<file path="src/rtl/debounce_sync.sv">
// Synchronizes and debounces a raw async input; dout/rise/fall follow SYNC_STAGES+STABLE_CYCLES edges after a stable change.
// Free-running conditioning stage with no handshake: every output is registered and updates on each clk edge.
module debounce_sync #(
    parameter int SYNC_STAGES   = 2,
    parameter int STABLE_CYCLES = 10,
    parameter int CNT_W         = 4
) (
    input  logic clk,
    input  logic rst,
    input  logic din,
    output logic dout,
    output logic rise,
    output logic fall,
    output logic busy
);

    typedef enum logic [1:0] {
        LOW   = 2'd0,
        CHK_H = 2'd1,
        HIGH  = 2'd2,
        CHK_L = 2'd3
    } state_t;

    localparam logic [CNT_W-1:0] CNT_TERM = CNT_W'(STABLE_CYCLES - 1);
    localparam logic [CNT_W-1:0] CNT_ONE  = CNT_W'(1);

    logic [SYNC_STAGES-1:0] sync_q;
    logic                   s;
    state_t                 state_q;
    logic [CNT_W-1:0]       cnt_q;
    logic [CNT_W-1:0]       cnt_d;
    logic                   dout_q;
    logic                   rise_q;
    logic                   fall_q;
    logic                   busy_q;

    always_ff @(posedge clk) begin
        if (rst) begin
            sync_q <= '0;
        end else begin
            sync_q <= {sync_q[SYNC_STAGES-2:0], din};
        end
    end

    assign s     = sync_q[SYNC_STAGES-1];
    assign cnt_d = cnt_q + CNT_ONE;

    // cnt holds the number of consecutive samples already seen at the new level
    always_ff @(posedge clk) begin
        if (rst) begin
            state_q <= LOW;
            cnt_q   <= '0;
            dout_q  <= 1'b0;
            rise_q  <= 1'b0;
            fall_q  <= 1'b0;
            busy_q  <= 1'b0;
        end else begin
            rise_q <= 1'b0;
            fall_q <= 1'b0;
            case (state_q)
                LOW: begin
                    if (s) begin
                        state_q <= CHK_H;
                        cnt_q   <= CNT_ONE;
                        busy_q  <= 1'b1;
                    end
                end
                CHK_H: begin
                    if (!s) begin
                        state_q <= LOW;
                        cnt_q   <= '0;
                        busy_q  <= 1'b0;
                    end else if (cnt_q == CNT_TERM) begin
                        state_q <= HIGH;
                        cnt_q   <= '0;
                        dout_q  <= 1'b1;
                        rise_q  <= 1'b1;
                        busy_q  <= 1'b0;
                    end else begin
                        cnt_q <= cnt_d;
                    end
                end
                HIGH: begin
                    if (!s) begin
                        state_q <= CHK_L;
                        cnt_q   <= CNT_ONE;
                        busy_q  <= 1'b1;
                    end
                end
                CHK_L: begin
                    if (s) begin
                        state_q <= HIGH;
                        cnt_q   <= '0;
                        busy_q  <= 1'b0;
                    end else if (cnt_q == CNT_TERM) begin
                        state_q <= LOW;
                        cnt_q   <= '0;
                        dout_q  <= 1'b0;
                        fall_q  <= 1'b1;
                        busy_q  <= 1'b0;
                    end else begin
                        cnt_q <= cnt_d;
                    end
                end
                default: begin
                    state_q <= LOW;
                    cnt_q   <= '0;
                    dout_q  <= 1'b0;
                    busy_q  <= 1'b0;
                end
            endcase
        end
    end

    assign dout = dout_q;
    assign rise = rise_q;
    assign fall = fall_q;
    assign busy = busy_q;

endmodule
</file>
<file path="config.mk">
export PLATFORM = sky130hd
export DESIGN_NAME = debounce_sync
export DESIGN_NICKNAME = d
export VERILOG_FILES = /design/src/rtl/debounce_sync.sv
export SDC_FILE = /design/constraint.sdc
export NUM_CORES = 1
export LEC_CHECK = 0
export ABC_AREA = 1
export CORE_AREA = 2 2 39 41
export DETAILED_ROUTE_END_ITERATION = 10
export DIE_AREA = 0 0 41 43
export PLACE_DENSITY = 0.69
export SYNTH_ARGS = -nofsm -noshare
export SYNTH_HDL_FRONTEND = slang
export SYNTH_SLANG_ARGS = --single-unit
</file>
<file path="constraint.sdc">
create_clock -name clk -period 1.8 [get_ports clk]
set_clock_uncertainty 0.05 [all_clocks]
set_input_delay 0.36 -clock clk [delete_from_list [all_inputs] [get_ports clk]]
set_output_delay 0.36 -clock clk [all_outputs]
set_load 0.1 [all_outputs]
</file>
==> results.ini <==
[drt]
viasPerCell=4.69
route.detailed.drc=0
vias=441
drt_pre_antenna_iters=2
ant_nets=0
routed_wl_um=826
first_iter_violations=4
wire_per_inst_um=8.79

[global_routing]
antenna_found_initial=0
grt_max_degree=8
grt_first_pass_wirelength_um=1670
grt_use_total_pct=14.4
overflow=0
grt_pass1_vias=428

[cells_and_area]
drive_above_1_share_pct=20.5
antenna_cells=0
multiInputGateArea_um2=251
nNetsFinal=85
instances_no_fill=94
seq_area_um2=240
area.growth.synth_to_final_pct=26.8
fillers=131

[setup_path]
cp-end-kind=register
cp-start-kind=register
crit_required_ns=1.94
crit_fanout=5
crit_type=reg -> reg
worstPathArrival_ns=1.40

[pwr]
power_mw=0.468
irDropWorstVdd_mv=0.487
p_per_area_nw_per_um2=693
power_leakage_nw=0.271

[timing]
period_minus_slack_ns=1.26
setup_tns_ns=0
timing.final.crit_share_pct=70.0
final_hold_viol_count=0
setup_violations=0
postLayoutSetupSlackWorst_ns=0.540
whs_ns=0.352
worst_pin_slew_ns=0.246
relSlewSlack_pct=83.5
drv_slew=0
clock.fmax_ghz=0.793
rsz0062_at_grt=false

[clock_tree]
cts_hold_buffers=0
cts-root-buf=clkbuf_4
clk_pin_slew_ns=0.06
cts-resized-gates=0
cts_setup_buffers=0
cts.path.max_buffers=2
numCtsBuffers=3
cts_tree=done
clkLatencyLatePin_ns=0.27
cts-htree-levels=1
clock-sinks=12

[floorplanning]
design.core.area_um2=1380
io_pins=7
start_util_pct=38.5
die_width_um=41
dieArea_um2=1760
rows=14
die_h_um=43

[synth]
syn_avg_cell_area_um2=7.72
yosys.cell_types.count=18
yosys_warnings=0
synth_area_um2=533
ys_ff_latch=12
seq_area_frac_synth_pct=45.1
netlist_instances=69
synth_fp_nets=74

[worst_hold_path]
holdCritPathClass=reg -> reg

[place]
io_buffers=6
dp_slack_ns=0.315
dpl.cell_count=91
dp_hpwl_um=670
gp_congestion=0.740

[flow_run]
cap_violations=0

[run_status]
status=complete, no violations

-- placed cells by master, fill, tap and decap left out --
| cell type | netlist | layout |
|---|---|---|
| inv_2 | 2 | 2 |
| o21ai_0 | 1 | 1 |
| a21oi_1 | 3 | 3 |
| nor2_2 | 2 | 2 |
| xnor2_1 | 1 | 1 |
| clkdlybuf4s50_1 | 0 | 2 |
| o21bai_1 | 1 | 1 |
| nor2_1 | 6 | 6 |
| clkbuf_4 | 0 | 3 |
| nor2_4 | 1 | 1 |
| o21ai_1 | 3 | 3 |
| dfxtp_1 | 12 | 12 |
| nand4_1 | 1 | 1 |
| inv_1 | 9 | 9 |
| nand3_1 | 4 | 4 |
| nand2_1 | 16 | 16 |
| nand2_2 | 3 | 3 |
| nand3_4 | 1 | 1 |
| buf_12 | 0 | 4 |
| nor4_1 | 1 | 1 |
| ha_1 | 2 | 2 |
-- final cells by class --
class | count | area share, %
Tap cell | 16 | 2.96
Timing Repair Buffer | 6 | 14.8
Clock buffer | 3 | 3.33
Sequential cell | 12 | 35.6
Inverter | 11 | 6.11
Multi-Input combinational cell | 46 | 37.2
-- flip-flops by register name, summed over array words and instances, names as in the netlist, named ones only --
register and flops:
state_q 1, cnt_q 4, dout 1, sync_q 2
fall 1, rise 1, busy 1
-- metal layers --
| layer | vias up | wire (µm) | GRT usage (%) |
|---|---|---|---|
| met5 | - | 0 | 0 |
| met4 | 0 | 23 | 8.67 |
| li1 | 236 | - | - |
| met1 | 189 | 339 | 17.2 |
| met3 | 4 | 64 | 7.33 |
| met2 | 12 | 399 | 19.7 |
-- Yosys cell counts --
cell type	instances	area [µm²]
ha_1	2	25.0
nand4_1	1	6.26
nand2_1	16	60.1
nand2_2	3	18.8
nor2_4	1	11.3
nand3_4	1	17.5
nor2_1	6	22.5
nor2_2	2	12.5
dfxtp_1	12	240
inv_1	9	33.8
nand3_1	4	20.0
xnor2_1	1	8.76
o21ai_1	3	15.0
nor4_1	1	6.26
a21oi_1	3	15.0
o21bai_1	1	7.51
o21ai_0	1	5.00
inv_2	2	7.51
-- final timing paths --
path,to,depth (start not counted),slack [ns],from
worst min-delay path,sync_q[1],2,0.35,sync_q[0]
worst min register to register,sync_q[1],2,0.35,sync_q[0]
worst max register to register,cnt_q[2],7,0.54,cnt_q[1]
worst max-delay path,cnt_q[2],7,0.54,cnt_q[1]
-- through the flow --
step,util (%),instance area [µm²]
after floorplan,-,533
after global placement,47.2,653
after detailed placement,47.2,653
after CTS,48.8,676
after global routing,48.8,676
final,48.8,676
-- where the power goes --
group / internal (mW) / total [mW] / switching [mW]
registers: 0.271 / 0.276 / 0.00498
logic: 0.0150 / 0.0388 / 0.0238
clock network: 0.0773 / 0.153 / 0.0762
-- cell families after synthesis --
logic type      Yosys count  synth area share (%)
fa+ha+maj                 2                  4.69
flops                    12                  45.1
buf+inv                  11                  7.75
xor+xnor                  1                  1.64
simple gates             35                  32.9
compound gates            8                  7.98
-- critical path: stages (launching register included) --
cell     delay [ns]
dfxtp_1        0.39
inv_1          0.06
ha_1           0.21
nand3_4        0.11
nand2_2        0.07
nor2_4         0.11
nand2_1        0.06
a21oi_1        0.13
Power figures use the tool's default switching activity.
